File: src/rtl/arbitro_memoria_dados.sv
// Purpose : shares the single MemoriaDados port between the nRisc load/store path (port 0) and a loader/debug master (port 1).
// Latency : write -> EscMem + Ack one cycle after the grant; read -> LerMem for LAT_LEITURA cycles, then Ack in the following cycle.
// Backpr. : requests are sampled only while idle; the loser (or a late request) simply waits with Req held until its grant.
//
// Ports:
//   Clock, ResetN                   clock, asynchronous active-low reset
//   Req0/1, Esc0/1, End0/1, Dado0/1 request, write flag, address and write data per port
//   Ack0/1                          one-cycle completion pulse per port
//   DadoLido0/1                     read data captured per port, held until that port's next read
//   EndMemDados, DadoEscritoMem     latched address / write data towards MemoriaDados
//   EscMem, LerMem                  memory write / read enables
//   DadoLidoMem                     data returned by MemoriaDados
//   Ocupado                         high whenever a transaction is in flight

module arbitro_memoria_dados #(
    parameter int LARGURA         = 8,
    parameter int LAT_LEITURA     = 1,
    parameter int PRIORIDADE_FIXA = 0
) (
    input  logic               Clock,
    input  logic               ResetN,
    input  logic               Req0,
    input  logic               Req1,
    input  logic               Esc0,
    input  logic               Esc1,
    input  logic [LARGURA-1:0] End0,
    input  logic [LARGURA-1:0] End1,
    input  logic [LARGURA-1:0] Dado0,
    input  logic [LARGURA-1:0] Dado1,
    output logic               Ack0,
    output logic               Ack1,
    output logic [LARGURA-1:0] DadoLido0,
    output logic [LARGURA-1:0] DadoLido1,
    output logic [LARGURA-1:0] EndMemDados,
    output logic [LARGURA-1:0] DadoEscritoMem,
    output logic               EscMem,
    output logic               LerMem,
    input  logic [LARGURA-1:0] DadoLidoMem,
    output logic               Ocupado
);

    typedef enum logic [1:0] {
        OCIOSO   = 2'd0,
        ESCRITA  = 2'd1,
        LEITURA  = 2'd2,
        RESPOSTA = 2'd3
    } estado_t;

    // Counter value of the last LerMem cycle (LAT_LEITURA is 1..3, so 2 bits suffice).
    localparam logic [1:0] ULTIMA_LEITURA = 2'(LAT_LEITURA - 1);

    estado_t    estado;
    logic       ultimo;          // port granted most recently
    logic       portaAtual;      // port owning the transaction in flight
    logic [1:0] contadorLeitura;

    logic vencedor;
    logic escSel;

    // Winner selection, only meaningful while idle with at least one request.
    always_comb begin
        vencedor = 1'b0;
        if (Req0 && Req1) begin
            // Round-robin hands the tie to the port that did not win last time.
            vencedor = (PRIORIDADE_FIXA != 0) ? 1'b0 : ~ultimo;
        end else begin
            vencedor = Req1;
        end
        escSel = vencedor ? Esc1 : Esc0;
    end

    assign Ocupado = (estado != OCIOSO);

    always_ff @(posedge Clock or negedge ResetN) begin
        if (!ResetN) begin
            estado          <= OCIOSO;
            ultimo          <= 1'b1;
            portaAtual      <= 1'b0;
            contadorLeitura <= 2'd0;
            Ack0            <= 1'b0;
            Ack1            <= 1'b0;
            DadoLido0       <= '0;
            DadoLido1       <= '0;
            EndMemDados     <= '0;
            DadoEscritoMem  <= '0;
            EscMem          <= 1'b0;
            LerMem          <= 1'b0;
        end else begin
            // Strobes are single-cycle unless a state below re-asserts them.
            Ack0   <= 1'b0;
            Ack1   <= 1'b0;
            EscMem <= 1'b0;
            LerMem <= 1'b0;
            case (estado)
                OCIOSO: begin
                    if (Req0 || Req1) begin
                        portaAtual      <= vencedor;
                        ultimo          <= vencedor;
                        EndMemDados     <= vencedor ? End1 : End0;
                        DadoEscritoMem  <= vencedor ? Dado1 : Dado0;
                        contadorLeitura <= 2'd0;
                        if (escSel) begin
                            // A write completes in its only cycle, so Ack rides with EscMem.
                            estado <= ESCRITA;
                            EscMem <= 1'b1;
                            Ack0   <= ~vencedor;
                            Ack1   <= vencedor;
                        end else begin
                            estado <= LEITURA;
                            LerMem <= 1'b1;
                        end
                    end
                end
                ESCRITA: begin
                    estado <= OCIOSO;
                end
                LEITURA: begin
                    if (contadorLeitura == ULTIMA_LEITURA) begin
                        // Memory data is valid on this edge; it is held for the Ack cycle.
                        if (portaAtual) begin
                            DadoLido1 <= DadoLidoMem;
                        end else begin
                            DadoLido0 <= DadoLidoMem;
                        end
                        Ack0   <= ~portaAtual;
                        Ack1   <= portaAtual;
                        estado <= RESPOSTA;
                    end else begin
                        contadorLeitura <= contadorLeitura + 2'd1;
                        LerMem          <= 1'b1;
                    end
                end
                RESPOSTA: begin
                    estado <= OCIOSO;
                end
                default: begin
                    estado <= OCIOSO;
                end
            endcase
        end
    end

endmodule

File: config.mk
export PLATFORM = sky130hd
export DESIGN_NAME = arbitro_memoria_dados
export DESIGN_NICKNAME = d
export VERILOG_FILES = /design/src/rtl/arbitro_memoria_dados.sv
export SDC_FILE = /design/constraint.sdc
export NUM_CORES = 1
export LEC_CHECK = 0
export ABC_AREA = 0
export CAP_MARGIN = 20
export CORE_ASPECT_RATIO = 0.5
export CORE_MARGIN = 2
export CORE_UTILIZATION = 37
export DETAILED_ROUTE_END_ITERATION = 12
export GPL_TIMING_DRIVEN = 0
export PLACE_DENSITY = 0.76
export SLEW_MARGIN = 0
export SYNTH_ARGS = -nofsm -noshare
export SYNTH_HDL_FRONTEND = slang
export SYNTH_SLANG_ARGS = --single-unit
export TNS_END_PERCENT = 10
File: constraint.sdc
create_clock -name Clock -period 1.4 [get_ports Clock]
set_clock_uncertainty 0.05 [all_clocks]
set_input_delay 0.35 -clock Clock [delete_from_list [all_inputs] [get_ports Clock]]
set_output_delay 0.35 -clock Clock [all_outputs]
set_load 0.01 [all_outputs]
Word-level counts from Yosys, hierarchy flattened
Index checks and enable logic that the tools add are counted.

operators by class
  add/sub/neg operators = 1
  multipliers = 0
  div/mod/pow operators = 0
  $lt $le $gt $ge = 0
  eq/ne operators = 6
  shift operators = 0
  muxes and demuxes = 26
  bitwise operators = 3
  reduce and logical (&&, ||, !) cells = 12

operator list
  cell                                                  count
  two-way mux 8 bit                                     2
  two-way mux 1 bit                                     14
  two-way mux 2 bit                                     5
  AND reduction 3 bit                                   3
  inequality test 2 bit (second input constant)         3
  one-hot mux 1 bit (2 select lines)                    3
  one-hot mux 2 bit (3 select lines)                    1
  equality test 2 bit (second input constant)           2
  zero test 2 bit                                       2
  one-hot mux 2 bit (2 select lines)                    1
  AND reduction 2 bit                                   2
  nonzero test 2 bit                                    2
  inverter 1 bit                                        3
  adder 2 x 1 -> 2 bit (second input constant)          1
  equality test 2 x 1 -> 1 bit (second input constant)  1
  OR reduction 2 bit                                    1
  logical AND 1 bit                                     1
  logical OR 1 bit                                      1

word-level totals
  register bits after elaboration = 42
  latch bits = 0
  memory bits (writable) = 0
  bits in read-only memories = 0
  input port bits = 46
  output and inout bits = 37
  word-level logic and storage cells = 60
  memories = 0

Depth between registers and ports, before layout
Gate-level depths: netlist (run 1).

  word-level depth = 6
  depth in mapped cells = 5
  mapped depth without buffers = 5

Least setup slack after synthesis (run 1)
No wires, ideal clock.

  path kind = flip-flop to flip-flop
  from = reg contadorLeitura[0]
  to = reg DadoLido0[0]
  data arrival time = 1.320 ns
  data required time = 1.225 ns
  path slack = -0.095 ns
  cell stages (with the launch flop) = 6
  path through = dfrtp_1 inv_1 ha_1 nand3b_1 nor2_4 mux2_2

between the ends
  cells in the longest elaborated chain, start to end = 2

RTL lines
  what                                  RTL line  text
  from (decl)                           55        logic [1:0] contadorLeitura;
  from (signal assigned)                129       contadorLeitura <= contadorLeitura + 2'd1;
  zero test 2 bit                       118       if (contadorLeitura == ULTIMA_LEITURA) begin
  AND reduction 3 bit (no source line)  -
  to (signal assigned)                  123       DadoLido0 <= DadoLidoMem;
  to (decl)                             32        output logic [LARGURA-1:0] DadoLido0,

Every way passes these cells.
A chain may end at the register's enable or synchronous reset.

Worst setup path after layout (run 1)
  from = reg estado[0]
  to = out Ocupado

between the ends
  cells in the longest elaborated chain, start to end = 1

RTL lines
  what                    RTL line  text
  from (decl)             52        estado_t estado;
  from (signal assigned)  76        estado <= OCIOSO;
  from (signal assigned)  104       estado <= ESCRITA;
  from (signal assigned)  109       estado <= LEITURA;
  nonzero test 2 bit      72        assign Ocupado = (estado != OCIOSO);
  to (decl)               39        output logic Ocupado

Every way passes these cells.

==> results of run 1 <==
[repair_timing]
item | CTS | global route
setup endpoints to repair | 77 | 49
pin swaps | 4 | 9
endpoints found under the hold margin | 0 | 0
hold buffers | 0 | 0
resized for setup | 67 | 51
setup buffers | 8 | 5
[per-layer routing]
metal | share of wire (%) | track usage [%]
met3 | 4.6 | 4.89
met2 | 52 | 31.1
met5 | 0 | 0
met4 | 0.28 | 4.61
met1 | 43 | 19.6
[how the worst max path moves through the flow]
| stage | startpoint | end | slack, ns |
|---|---|---|---|
| after floorplan | contadorLeitura[0]$_DFFE_PN0P_ | DadoLido0[0]$_DFFE_PN0N_ | -0.09 |
| after global placement | ResetN | DadoLido0[3]$_DFFE_PN0N_ | -1.09 |
| after detailed placement | estado[0]$_DFFE_PN0P_ | Ocupado | -0.53 |
| after CTS | estado[1]$_DFFE_PN0P_ | Ocupado | -0.19 |
| after global routing | estado[0]$_DFFE_PN0P_ | Ocupado | -0.21 |
| final | estado[0]$_DFFE_PN0P_ | Ocupado | -0.16 |
[power breakdown]
group / leakage (nW) / internal (mW) / switching, mW
Clock: 0.0472 / 0.396 / 0.414
Sequential: 0.513 / 1.79 / 0.293
Combinational: 0.848 / 1.66 / 1.33
[stage by stage]
step | setup TNS, ns | setup slack, ns
after floorplan | -0.809 | -0.0947
after global placement | -58.04 | -1.09
after detailed placement | -12.52 | -0.530
after CTS | -1.32 | -0.188
after global routing | -2.92 | -0.211
final | -1.16 | -0.157
[synth_stat cells (2+ instances only)]
cell / number
a22o_2: 2
dfrtp_1: 41
buf_4: 2
nor2_1: 3
clkbuf_1: 6
mux2i_1: 17
mux2_2: 16
inv_1: 4
o21ai_0: 39
nand2_1: 3
[cell families after synthesis]
family / synth area share, %
AOI/OAI and AO/OA: 14.2
adders and majority gates: 0.690
and+or+nand+nor: 4.00
muxes: 20.2
buffers and inverters: 2.90
DFF: 58.0
[final cells by class]
class / instances / area, µm²
flip-flops and latches: 42 / 1050
clock inverters: 2 / 12.5
inverters: 4 / 15.0
plain buffers: 8 / 72.6
clock buffers: 6 / 82.6
well taps: 66 / 82.6
multi-input cells: 92 / 796
fillers: 367 / 1540
repair buffers: 95 / 900
[flip-flops by register name, summed over array words and instances, names as in the netlist, 2 cells and up]
name / count
DadoLido1: 8
DadoLido0: 8
DadoEscritoMem: 8
estado: 2
contadorLeitura: 2
EndMemDados: 8
[worst max-delay path, cell delays in order (launching register included)]
cell and delay (ns):
dfrtp_1 0.41, nor2_2 0.15, inv_2 0.07, buf_8 0.12, buf_6 0.11
==> flow_metrics.tcl, run 1 <==
set metrics [dict create \
    synth_seq_cells 42 \
    die_y_um 53.5 \
    firstDrtPassIters 4 \
    core_um2 4550 \
    relSlewSlack_pct 37.7 \
    io_buffers 82 \
    p_total_mw 5.88 \
    synth_nets 193 \
    violations "negative setup slack" \
    synth_largest_area_cell "dfrtp_1" \
    yosysSeqAreaShare_pct 58.0 \
    final_cell_mix "clkdlybuf4s50_1, dfrtp_1, dlygate4sd2_1" \
    synth_ff_type "dfrtp_1" \
    cts_buffers 5 \
    timing.final.crit_share_pct 111 \
    synth_edf_count 0 \
    finalInstanceArea_um2 3010 \
    setup_viol 10 \
    ant_nets 0 \
    grt_first_pass_wirelength_um 7010 \
    diodes 0 \
    place_area_um2 2710 \
    cts_root_buf "clkbuf_8" \
    ys_warn_count 0 \
    worst_slew_pin_slew_ns 0.934 \
    ios 83 \
    drc 0 \
    total_leakage_power_nw 1.41 \
    design.die.area_um2 5510 \
    drive_above_1_share_pct 26.1 \
    rrSetupSlack_ns -0.13 \
    synth.distinct_cells 23 \
    cap_violations 0 \
    dp_hpwl_um 3100 \
    ir_worst_vdd_mv 0.679 \
    die_x_um 103 \
    worstSetupStartpointType "flop" \
    path_max_fanout 4 \
    rsz0062_at_grt "true" \
    utilization_pct 66.2 \
    clk_latency_ns 0.29 \
    status "complete, but fails checks" \
    fin_cells 315 \
    grt-ovfl-total 0 \
    fmax_ghz 0.642 \
    crit_type "flop to output pin" \
    routabilityCongestion 0.745 \
    netlist.area_leader.share_pct 56.6 \
    cts_sinks 42 \
    drv_slew 0 \
    cts_tree "yes" \
    start_util_pct 39.8 \
    arrival_ns 1.16 \
    synth_area_leaders "dfrtp_1, o21ai_0, mux2_2" \
    via_per_inst 4.72 \
    setup_ws_ns -0.157 \
    required_ns 1.00 \
    finalNetCount 295 \
    core.rowCount 17 \
    netlist_instances 146 \
    whs_ns 0.144 \
    finalCriticalPeriod_ns 1.56 \
    wl_per_cell_um 14.5 \
    htree_levels 2 \
    track_usage_pct 16.9 \
    ys_async_sr_fraction_pct 100 \
    p_per_area_nw_per_um2 1950 \
    rr_startpoint "contadorLeitura[0]$_DFFE_PN0P_" \
    dr.first_iter.drc_count 59 \
    grt_max_degree 43 \
    cp-end-kind "output pin" \
    antenna_found_initial 0 \
    drt_wl_total_um 4570 \
    grt_pass1_vias 1529 \
    rr_worst_depth 6 \
    final_hold_viol_count 0 \
    final_common_cell "clkdlybuf4s50_1" \
    dp.cells 294 \
    vias 1488 \
    syn2layout_area_growth_pct 66.2 \
    cts_buffer_depth 2 \
    synth_area_um2 1810 \
    reg2reg_to "DadoLido0[4]$_DFFE_PN0N_" \
    hp-class "primary input to asynchronous set/reset pin" \
    syn_area_per_cell_um2 12.4 \
    clkSlewWorstSetupHoldPaths_ns 0.08 \
]
Note: power is estimated with default switching activity, not from simulation.
==> run 2, diff against run 1 <==
CORE_MARGIN = default   (was 2)
==> run 2 against run 1 <==
  * The run still ends with negative setup slack left
  * Register-to-register slack lost 0.03 ns
  * Utilization grew 1.5 points
  * Count of clock-buffer cells in the layout is the same
  * Non-clock buffer count grew 7
  * Combinational power grew 4%
  * Die area shrank 5.6%
  * Flip-flop and latch count is the same
  * Largest cell class unchanged
==> flow_metrics.tcl, run 2 (same netlist as run 1, synthesis figures left out) <==
set metrics [dict create \
    status "complete, but fails checks" \
    violations "negative setup slack" \
    finalCriticalPeriod_ns 1.56 \
    grt_pass1_vias 1623 \
    antenna_found_initial 0 \
    required_ns 1.00 \
    hp-class "primary input to asynchronous set/reset pin" \
    drc 0 \
    cts_sinks 42 \
    cp-end-kind "output pin" \
    ant_nets 0 \
    cts_tree "yes" \
    dr.first_iter.drc_count 35 \
    tns_ns -2.41 \
    grt-ovfl-total 0 \
    p_per_area_nw_per_um2 1960 \
    crit_chain "nor2_4 -> inv_2 -> buf_8 -> buf_6" \
    rrSetupSlack_ns -0.16 \
    timing.final.crit_share_pct 111 \
    cp_top_family "flip-flops" \
    wl_per_cell_um 16.3 \
    cp.buffers_inverters 3 \
    via_per_inst 4.91 \
    core.rowCount 17 \
    htree_levels 2 \
    drv_slew 0 \
    reg2reg_to "portaAtual$_DFFE_PN0P_" \
    dp_hpwl_um 3420 \
    path_max_fanout 3 \
    drive_above_1_share_pct 26.2 \
    rr_startpoint "estado[0]$_DFFE_PN0P_" \
    io_buffers 82 \
    start_util_pct 39.8 \
    vias 1582 \
    finalNetCount 302 \
    grt_max_degree 35 \
    grt_first_pass_wirelength_um 7940 \
    ios 83 \
    clkPwrFrac_pct 13.9 \
    crit_type "flop to output pin" \
    rsz0062_at_grt "true" \
    core_um2 4550 \
    rr_worst_depth 6 \
    clkSlewWorstSetupHoldPaths_ns 0.08 \
    cts_root_buf "clkbuf_8" \
    worstSetupStartpointType "flop" \
    total_leakage_power_nw 1.44 \
    fill_cells 366 \
    syn2layout_area_growth_pct 69.9 \
    cts_buffers 5 \
    cap_violations 0 \
    drt_wl_total_um 5230 \
    pwr-share-seq_pct 34.6 \
    setup_ws_ns -0.157 \
    slowest_stage "dfrtp_1" \
    die_x_um 101 \
    worst_slew_pin_slew_ns 0.341 \
    die_y_um 51.5 \
    clk_latency_ns 0.30 \
    fmax_ghz 0.642 \
    diodes 0 \
    firstDrtPassIters 4 \
    p_int_mw 3.91 \
    arrival_ns 1.16 \
    p_sw_share_pct 35.2 \
    final_cell_mix "clkdlybuf4s50_1, dfrtp_1, dlygate4sd2_1" \
    ir_worst_vdd_mv 0.682 \
    p_comb_share_pct 51.5 \
    cp.depth 4 \
    p_switching_mw 2.12 \
    place_ws_ns -0.529 \
    track_usage_pct 20.7 \
    final_hold_viol_count 0 \
    design.die.area_um2 5200 \
    relSlewSlack_pct 76.6 \
    setup_viol 31 \
    final_common_cell "clkdlybuf4s50_1" \
    routabilityCongestion 0.752 \
    cts_buffer_depth 2 \
    crit_path_max_incr_delay_ns 0.42 \
]
-- run 2: changes by cell type in the layout (fill, tap and decap cells not counted), sizes merged --
| cell | before | now |
|---|---|---|
| buf | 20 | 25 |
| clkbuf | 9 | 10 |
| clkdlybuf4s15 | 7 | 6 |
| dlygate4sd2 | 30 | 31 |
| dlygate4sd3 | 0 | 1 |
-- run 2: how the worst max path moves through the flow --
stage	endpoint	startpoint	slack (ns)
after global routing	portaAtual$_DFFE_PN0P_	estado[0]$_DFFE_PN0P_	-0.29
after detailed placement	Ocupado	estado[0]$_DFFE_PN0P_	-0.53
final	Ocupado	estado[0]$_DFFE_PN0P_	-0.16
after global placement	DadoLido1[4]$_DFFE_PN0N_	ResetN	-1.10
after floorplan	DadoLido0[0]$_DFFE_PN0N_	contadorLeitura[0]$_DFFE_PN0P_	-0.09
after CTS	Ocupado	estado[1]$_DFFE_PN0P_	-0.19
-- run 2: what timing repair did --
item | 4_1_cts | 5_1_grt
endpoints found under the hold margin | 8 | 0
setup buffers | 13 | 5
setup endpoints to repair | 76 | 47
pin swaps | 6 | 4
hold buffers | 1 | 0
gates resized for setup | 76 | 22
-- run 2: stage by stage --
stage          std cells  util (%)  cell area [µm²]  hold WS, ns  power (mW)
2_1_floorplan        146         -             1810      0.00441        3.31
3_3_place_gp         294      59.7             2720        0.437        4.70
3_5_place_dp         295      60.0             2730        0.174        4.81
4_1_cts              317      66.1             3010        0.392        5.83
5_1_grt              322      67.7             3080        0.440        6.39
6_report             322      67.7             3080        0.423        6.04
-- run 2: worst register-to-register path, stage by stage (launching register included) --
cell and delay [ns]:
dfrtp_1 0.42, nor2_4 0.15, inv_2 0.07, buf_4 0.14, clkbuf_1 0.20, o21ai_0 0.27, o21ai_0 0.14
-- run 2: cell type report --
type,count,area [µm²],share of cell area [%]
timing repair buffer,102,977,31.7
inverter,4,15.0,0.487
sequential,42,1050,34.2
multi-input combinational,92,787,25.5
buffer,8,71.3,2.32
clock buffer,6,82.6,2.68
clock inverter,2,12.5,0.406
tap,66,82.6,2.68
-- run 2: layer usage --
| metal | track usage (%) | routed length [µm] | vias up |
|---|---|---|---|
| met5 | 0 | 0 | - |
| met3 | 4.03 | 194 | 10 |
| met2 | 36.6 | 2750 | 48 |
| met4 | 9.90 | 87 | 0 |
| li1 | - | - | 747 |
| met1 | 25.0 | 2200 | 777 |
-- run 2: power by group through the flow --
stage / clock network, mW / registers [mW] / logic, mW
after floorplan: 0 / 2.33 / 0.979
after global placement: 0 / 2.09 / 2.61
after detailed placement: 0 / 2.13 / 2.68
after CTS: 0.842 / 2.07 / 2.92
after global routing: 0.890 / 2.16 / 3.34
final: 0.841 / 2.09 / 3.11
